$ cat config.mk
export PLATFORM = sky130hd
export DESIGN_NAME = seg_scan_mux_flat
export DESIGN_NICKNAME = d
export VERILOG_FILES = /design/src/rtl/seg_pkg.sv /design/src/rtl/seg_scan_mux_if.sv /design/src/rtl/seg_slot_timer.sv /design/src/rtl/seg_scan_mux.sv /design/src/flat_wrapper.sv
export SDC_FILE = /design/constraint.sdc
export NUM_CORES = 1
export LEC_CHECK = 0
export BUFFER_PORTS_ARGS = -buffer_cell sky130_fd_sc_hd__buf_2
export CORE_MARGIN = 2
export CORE_UTILIZATION = 51
export CTS_BUF_LIST = sky130_fd_sc_hd__clkbuf_4
export DETAILED_ROUTE_END_ITERATION = 6
export PLACE_DENSITY = 0.74
export SYNTH_ARGS = -nofsm -noshare
export SYNTH_HDL_FRONTEND = slang
export SYNTH_SLANG_ARGS = --single-unit
$ cat constraint.sdc
create_clock -name clk -period 1.82 [get_ports clk]
set_clock_uncertainty 0.15 [all_clocks]
set_input_delay 0.182 -clock clk [delete_from_list [all_inputs] [get_ports clk]]
set_output_delay 0.182 -clock clk [all_outputs]
set_load 0.05 [all_outputs]
$ cat src/rtl/seg_pkg.sv
`default_nettype none
// ============================================================================
// Module      : seg_pkg
// Description : Shared constants, scan state type and anode helper functions
//               for the multiplexed 7-segment scanner.
// Revision    : 1.0 - initial release
// ============================================================================
package seg_pkg;

  localparam int         NUM_DIGITS      = 3;
  localparam int         SEG_W           = 7;
  localparam logic [6:0] SEG_OFF_DEFAULT = 7'b1111111;

  typedef enum logic [0:0] {
    ST_BLANK = 1'b0,
    ST_SHOW  = 1'b1
  } scan_state_e;

  // Anode word with every digit dark, for either anode polarity.
  function automatic logic [NUM_DIGITS-1:0] an_all_off(input logic active_low);
    return active_low ? {NUM_DIGITS{1'b1}} : {NUM_DIGITS{1'b0}};
  endfunction

  // Anode word enabling only digit idx, for either anode polarity.
  function automatic logic [NUM_DIGITS-1:0] an_select(input logic [1:0] idx,
                                                      input logic       active_low);
    logic [NUM_DIGITS-1:0] onehot;
    onehot = '0;
    case (idx)
      2'd0:    onehot = 3'b001;
      2'd1:    onehot = 3'b010;
      default: onehot = 3'b100;
    endcase
    return active_low ? ~onehot : onehot;
  endfunction

  // Digit index sequence 0 -> 1 -> 2 -> 0.
  function automatic logic [1:0] next_digit(input logic [1:0] idx);
    return (idx == 2'd2) ? 2'd0 : idx + 2'd1;
  endfunction

endpackage
`default_nettype wire

$ cat src/rtl/seg_scan_mux_if.sv
`default_nettype none
// ============================================================================
// Module      : seg_scan_mux_if
// Description : Pattern/control inputs and display-drive outputs of the
//               multiplexed 7-segment scanner.
// Revision    : 1.0 - initial release
// ============================================================================
interface seg_scan_mux_if;
  import seg_pkg::*;

  logic                  en;
  logic [NUM_DIGITS-1:0] dig_mask;
  logic [SEG_W-1:0]      seg0_in;
  logic [SEG_W-1:0]      seg1_in;
  logic [SEG_W-1:0]      seg2_in;
  logic [SEG_W-1:0]      seg_out;
  logic [NUM_DIGITS-1:0] an_out;
  logic [1:0]            digit_idx;
  logic                  frame_tick;

  // Upstream side: supplies patterns and control, observes the display drive.
  modport master (
    output en, dig_mask, seg0_in, seg1_in, seg2_in,
    input  seg_out, an_out, digit_idx, frame_tick
  );

  // Scanner side.
  modport slave (
    input  en, dig_mask, seg0_in, seg1_in, seg2_in,
    output seg_out, an_out, digit_idx, frame_tick
  );

endinterface
`default_nettype wire

$ cat src/rtl/seg_slot_timer.sv
`default_nettype none
// ============================================================================
// Module      : seg_slot_timer
// Description : Slot counter and digit index for the scanner. Emits the
//               strobes marking entry into SHOW, slot wrap and frame wrap.
//               Strobes are decoded from registered state and are valid in
//               the cycle before the edge they describe.
// Revision    : 1.0 - initial release
// ============================================================================
module seg_slot_timer
  import seg_pkg::*;
#(
  parameter int REFRESH_DIV  = 50000,  // cycles per slot, >= 2
  parameter int BLANK_CYCLES = 500     // blank cycles per slot, < REFRESH_DIV
) (
  input  wire logic       clk,
  input  wire logic       rst_n,
  input  wire logic       en_i,
  output logic            show_start_o,
  output logic            slot_wrap_o,
  output logic            frame_wrap_o,
  output logic [1:0]      digit_idx_o
);

  localparam int CNT_W = (REFRESH_DIV > 2) ? $clog2(REFRESH_DIV) : 1;
  localparam logic [CNT_W-1:0] CNT_LAST = CNT_W'(REFRESH_DIV - 1);

  logic [CNT_W-1:0] cnt_q;
  logic [1:0]       digit_idx_q;
  logic             w_wrap;

  assign w_wrap = en_i && (cnt_q == CNT_LAST);

  // With no blank phase there is no BLANK->SHOW edge inside the slot.
  generate
    if (BLANK_CYCLES > 0) begin : g_blank
      localparam logic [CNT_W-1:0] CNT_BLANK_LAST = CNT_W'(BLANK_CYCLES - 1);
      assign show_start_o = en_i && (cnt_q == CNT_BLANK_LAST);
    end else begin : g_no_blank
      assign show_start_o = 1'b0;
    end
  endgenerate

  assign slot_wrap_o  = w_wrap;
  assign frame_wrap_o = w_wrap && (digit_idx_q == 2'd2);
  assign digit_idx_o  = digit_idx_q;

  // Slot counter and digit index; a low enable parks both at zero.
  always_ff @(posedge clk or negedge rst_n) begin
    if (!rst_n) begin
      cnt_q       <= '0;
      digit_idx_q <= 2'd0;
    end else if (!en_i) begin
      cnt_q       <= '0;
      digit_idx_q <= 2'd0;
    end else if (w_wrap) begin
      cnt_q       <= '0;
      digit_idx_q <= next_digit(digit_idx_q);
    end else begin
      cnt_q       <= cnt_q + CNT_W'(1);
    end
  end

endmodule
`default_nettype wire

$ cat src/rtl/seg_scan_mux.sv
`default_nettype none
// ============================================================================
// Module      : seg_scan_mux
// Description : Time-multiplexes three 7-segment patterns onto a shared
//               segment bus with per-slot blanking, per-digit masking and a
//               frame strobe. All outputs are registered; the output
//               registers double as the pattern/mask latch for the slot.
// Revision    : 1.0 - initial release
// ============================================================================
module seg_scan_mux
  import seg_pkg::*;
#(
  parameter int               REFRESH_DIV   = 50000,
  parameter int               BLANK_CYCLES  = 500,
  parameter logic             AN_ACTIVE_LOW = 1'b1,
  parameter logic [SEG_W-1:0] SEG_OFF       = SEG_OFF_DEFAULT
) (
  input wire logic      clk,
  input wire logic      rst_n,
  seg_scan_mux_if.slave bus
);

  localparam logic [NUM_DIGITS-1:0] AN_OFF   = an_all_off(AN_ACTIVE_LOW);
  localparam logic                  NO_BLANK = (BLANK_CYCLES == 0);

  logic                  w_show_start;
  logic                  w_slot_wrap;
  logic                  w_frame_wrap;
  logic [1:0]            w_digit_idx;

  scan_state_e           state_q;
  logic [SEG_W-1:0]      seg_q;
  logic [NUM_DIGITS-1:0] an_q;
  logic                  frame_q;

  logic [1:0]            w_load_idx;
  logic [SEG_W-1:0]      w_load_pat;
  logic                  w_load_en;
  logic [SEG_W-1:0]      w_load_seg;
  logic [NUM_DIGITS-1:0] w_load_an;

  seg_slot_timer #(
    .REFRESH_DIV  (REFRESH_DIV),
    .BLANK_CYCLES (BLANK_CYCLES)
  ) u_timer (
    .clk          (clk),
    .rst_n        (rst_n),
    .en_i         (bus.en),
    .show_start_o (w_show_start),
    .slot_wrap_o  (w_slot_wrap),
    .frame_wrap_o (w_frame_wrap),
    .digit_idx_o  (w_digit_idx)
  );

  // A load from BLANK shows the current digit; a load at a wrap while
  // already in SHOW (no blank phase) shows the digit the timer moves to.
  always_comb begin
    w_load_idx = (state_q == ST_SHOW) ? next_digit(w_digit_idx) : w_digit_idx;
    case (w_load_idx)
      2'd0:    w_load_pat = bus.seg0_in;
      2'd1:    w_load_pat = bus.seg1_in;
      default: w_load_pat = bus.seg2_in;
    endcase
    w_load_en  = bus.dig_mask[w_load_idx];
    w_load_seg = w_load_en ? w_load_pat : SEG_OFF;
    w_load_an  = w_load_en ? an_select(w_load_idx, AN_ACTIVE_LOW) : AN_OFF;
  end

  // Scan FSM with registered segment/anode/frame outputs.
  always_ff @(posedge clk or negedge rst_n) begin
    if (!rst_n) begin
      state_q <= ST_BLANK;
      seg_q   <= SEG_OFF;
      an_q    <= AN_OFF;
      frame_q <= 1'b0;
    end else if (!bus.en) begin
      state_q <= ST_BLANK;
      seg_q   <= SEG_OFF;
      an_q    <= AN_OFF;
      frame_q <= 1'b0;
    end else begin
      frame_q <= w_frame_wrap;
      case (state_q)
        ST_BLANK: begin
          // Without a blank phase, BLANK is only the post-reset/enable start.
          if (NO_BLANK || w_show_start) begin
            state_q <= ST_SHOW;
            seg_q   <= w_load_seg;
            an_q    <= w_load_an;
          end
        end
        ST_SHOW: begin
          if (w_slot_wrap) begin
            if (NO_BLANK) begin
              seg_q <= w_load_seg;
              an_q  <= w_load_an;
            end else begin
              state_q <= ST_BLANK;
              seg_q   <= SEG_OFF;
              an_q    <= AN_OFF;
            end
          end
        end
        default: begin
          state_q <= ST_BLANK;
          seg_q   <= SEG_OFF;
          an_q    <= AN_OFF;
        end
      endcase
    end
  end

  assign bus.seg_out    = seg_q;
  assign bus.an_out     = an_q;
  assign bus.digit_idx  = w_digit_idx;
  assign bus.frame_tick = frame_q;

endmodule
`default_nettype wire
$ cat src/flat_wrapper.sv
// flat-port wrapper written by rule: the top's interface ports become plain ports
module seg_scan_mux_flat import seg_pkg::*;
#(
  parameter int               REFRESH_DIV   = 50000,
  parameter int               BLANK_CYCLES  = 500,
  parameter logic             AN_ACTIVE_LOW = 1'b1,
  parameter logic [SEG_W-1:0] SEG_OFF       = SEG_OFF_DEFAULT
)
  (clk, rst_n, bus_en, bus_dig_mask, bus_seg0_in, bus_seg1_in, bus_seg2_in, bus_seg_out, bus_an_out, bus_digit_idx, bus_frame_tick);
  seg_scan_mux_if bus_i ();
  input wire logic clk;
  input wire logic rst_n;
  input wire logic [$bits(bus_i.en)-1:0] bus_en;
  input wire logic [$bits(bus_i.dig_mask)-1:0] bus_dig_mask;
  input wire logic [$bits(bus_i.seg0_in)-1:0] bus_seg0_in;
  input wire logic [$bits(bus_i.seg1_in)-1:0] bus_seg1_in;
  input wire logic [$bits(bus_i.seg2_in)-1:0] bus_seg2_in;
  output wire logic [$bits(bus_i.seg_out)-1:0] bus_seg_out;
  output wire logic [$bits(bus_i.an_out)-1:0] bus_an_out;
  output wire logic [$bits(bus_i.digit_idx)-1:0] bus_digit_idx;
  output wire logic [$bits(bus_i.frame_tick)-1:0] bus_frame_tick;
  assign bus_i.en = bus_en;
  assign bus_i.dig_mask = bus_dig_mask;
  assign bus_i.seg0_in = bus_seg0_in;
  assign bus_i.seg1_in = bus_seg1_in;
  assign bus_i.seg2_in = bus_seg2_in;
  assign bus_seg_out = bus_i.seg_out;
  assign bus_an_out = bus_i.an_out;
  assign bus_digit_idx = bus_i.digit_idx;
  assign bus_frame_tick = bus_i.frame_tick;
  seg_scan_mux #(.REFRESH_DIV(REFRESH_DIV), .BLANK_CYCLES(BLANK_CYCLES), .AN_ACTIVE_LOW(AN_ACTIVE_LOW), .SEG_OFF(SEG_OFF)) u_core (.clk(clk), .rst_n(rst_n), .bus(bus_i));
endmodule
==> impl_metrics.ini <==
[run_status]
status = finished with violations
violations = setup timing

[clocking]
cts_buffers = 5
cts_tree = built
clock_sinks = 30
root_buffer = clkbuf_4
insertion_delay_ns = 0.34
cts_max_level = 2
clk_pin_slew_ns = 0.10
clk_path_buf_depth = 2

[routing]
via_per_inst = 5.54
routedWlPerCell_microns = 14.6
highest_layer = met4
wl_met1_microns = 2070
route.vias.total = 1684
drc_errors = 0
drt-initial-drc-count = 100
wl_microns = 4450
drt_pass1_iterations = 4
wl_met3_microns = 263
wl_met2_microns = 2050
drtAntennaViolNets = 0

[place]
place_hpwl_microns = 3180
place_ws_ns = -0.0487
place_congestion = 0.822
io_buffer_count = 39
dp_cells = 289

[global_route]
grt_pass1_vias = 1609
grt_antenna_before_repair = 0
grt_max_degree = 31
grt_overflow_total = 0
grt_use_total = 0.227
grt_pass1_wl_microns = 7330

[synthesis]
synth.largest_area_cell = dfrtp_1
synth_top_area_frac = 0.268
synth_area_sq_um = 1870
syn-num-nets = 224
netlist_instances = 196
ys.warnings.count = 0
ys_ff_latch = 30
ys.flop_type = dfrtp_1
synth_cell_types = 37
async_flop_share = 1.00
synth_area_leaders = dfrtp_1 (27%), dfstp_2 (14%), mux2i_1 (11%)
synth_edf_count = 0
synthTopCellsByCount = nor2_1 (28), mux2i_1 (21), dfrtp_1 (20)
yosysMostFrequentCell = nor2_1
syn_area_per_cell_sq_um = 9.52
seq_area_frac_synth = 0.409

[critical_path]
cpPeakStageDelay_ns = 0.37
endpoint_kind = flop
crit_required_ns = 1.94
startpoint_type = flop
crit_slowest_cell = dfrtp_1
crit_chain = ha_2 -> and4_4 -> a41o_4 -> a2bb2oi_4 -> buf_12 -> buf_6 -> nor2_1 -> a31oi_1
path_buf_inv = 2
cp_max_fo = 16
critical_path_arrival_ns = 1.98
critPathTopFamily = compound AO/OA/AOI/OAI gates
path_class = reg -> reg

[layout]
insertedDiodeCount = 0
nets = 285
syn_to_final_growth_pct = 28.8
instances_no_fill = 304
post-route-util = 0.704
drive_gt1_frac = 0.368

[floorplanning]
num_rows = 21
initial_core_util = 0.546
fp.dieW_microns = 64.5
fp.dieH_microns = 64.5
core_region_area_sq_um = 3420
boundaryPins = 40
die_area_sq_um = 4160

[sta]
setup-violations-final = 5
fin_ws_ns = -0.0419
rsz0062_at_grt = yes
holdWs_ns = 0.0563
worstMarginPinSlew_ns = 0.654
hold_violations = 0
period_needed_ns = 1.86
max_freq_mhz = 537
relSlewSlack = 0.564
post-route-period-util = 1.02
tns_ns = -0.144
maxSlewViolCount = 0

[pwr]
powerDensity_nw_per_um2 = 559
p_leak_nw = 1.09
ir_worst_vdd_mv = 0.341

[hold_path]
min-delay-path-class = in -> reg

[run]
maxCapViolations = 0
-- layer usage --
metal,global-route usage,up-vias
met1,0.326,801
met2,0.339,46
met4,0.0612,0
met3,0.0625,7
li1,-,830
met5,0,-
-- cell type report --
| type | instances | area [sq um] |
|---|---|---|
| multi-input combinational | 149 | 1070 |
| sequential | 30 | 763 |
| clock buffer | 8 | 60.1 |
| timing repair buffer | 63 | 425 |
| fill | 289 | 1010 |
| inverter | 8 | 30.0 |
| tap | 46 | 57.6 |
-- cells by family after synthesis --
logic type | after synthesis | synth area share
xor+xnor | 13 | 0.0610
mux | 21 | 0.113
buf+inv | 17 | 0.0416
simple gates | 77 | 0.224
flops | 30 | 0.409
fa+ha+maj | 1 | 0.00671
compound gates | 37 | 0.145
-- per-stage QoR --
stage	total power, W	instance area, sq um
2_1_floorplan	0.000829	1870
3_3_place_gp	0.000910	2240
3_5_place_dp	0.000914	2240
4_1_cts	0.00135	2380
5_1_grt	0.00141	2400
6_report	0.00134	2400
-- what timing repair did --
action,CTS,global route
endpoints found under the setup margin,8,10
pin swaps,0,2
setup buffers,5,0
resized for setup,6,3
hold buffers,2,0
hold endpoints to repair,22,0
-- cells in the final DEF (no fill, tap or decap), types with 2 or more instances in the layout --
cell type      synthesis  routed
nor4b_4                0       2
buf_2                  5      39
nand4_1                4       4
mux2i_1               21      21
a31oi_2                1       2
o21ai_0                7       7
a22oi_1                6       6
a31oi_1                9       8
xor2_1                11      11
and3_1                 2       2
dfstp_2               10      10
dfrtp_1               20      20
buf_12                 0       3
nor2_1                28      26
nor2_2                 1       3
xnor2_1                2       2
and4_4                 2       2
inv_1                  8       8
nand3_1                9       9
o211a_1                3       3
dlygate4sd3_1          0       2
and4_1                 3       2
buf_6                  1       2
nand2_1               18      18
buf_4                  0      17
a21oi_1                6       6
clkbuf_4               0       8
-- report_power, final --
| part | switching, W | total [W] | internal, W |
|---|---|---|---|
| Combinational | 0.000125 | 0.000213 | 0.0000881 |
| Sequential | 0.0000129 | 0.000704 | 0.000692 |
| Clock | 0.000227 | 0.000425 | 0.000198 |
| Total | 0.000365 | 0.00134 | 0.000978 |
-- registers in the layout, summed over array words and instances, names as in the netlist --
register and cells:
u_core.bus.seg_out 7, u_core.u_timer.digit_idx_o 2, u_core.u_timer.cnt_q 16, u_core.bus.frame_tick 1, u_core.state_q 1, u_core.bus.an_out 3
-- worst reg2reg max path: stages, from the launching register on --
cell and delay, ns:
dfrtp_1 0.37, ha_2 0.21, and4_4 0.24, a41o_4 0.24, a2bb2oi_4 0.17, buf_12 0.16, buf_6 0.10, nor2_1 0.03
a31oi_1 0.13
-- path summary, 6_finish.rpt --
path	cells past startpoint	from	slack (ns)	end
max reg2reg	8	u_core.u_timer.cnt_q[0]$_DFF_PN0_	-0.04	u_core.bus.seg_out[4]$_DFFE_PN1P_
min in group asynchronous	2	rst_n	0.24	u_core.u_timer.cnt_q[0]$_DFF_PN0_
min reg2reg	2	u_core.bus.seg_out[4]$_DFFE_PN1P_	0.35	u_core.bus.seg_out[4]$_DFFE_PN1P_
max	8	u_core.u_timer.cnt_q[0]$_DFF_PN0_	-0.04	u_core.bus.seg_out[4]$_DFFE_PN1P_
min	4	bus_dig_mask[1]	0.06	u_core.bus.an_out[1]$_DFFE_PN1P_
max in group asynchronous	2	rst_n	0.84	u_core.u_timer.cnt_q[12]$_DFF_PN0_
Power figures use the tool's default switching activity.
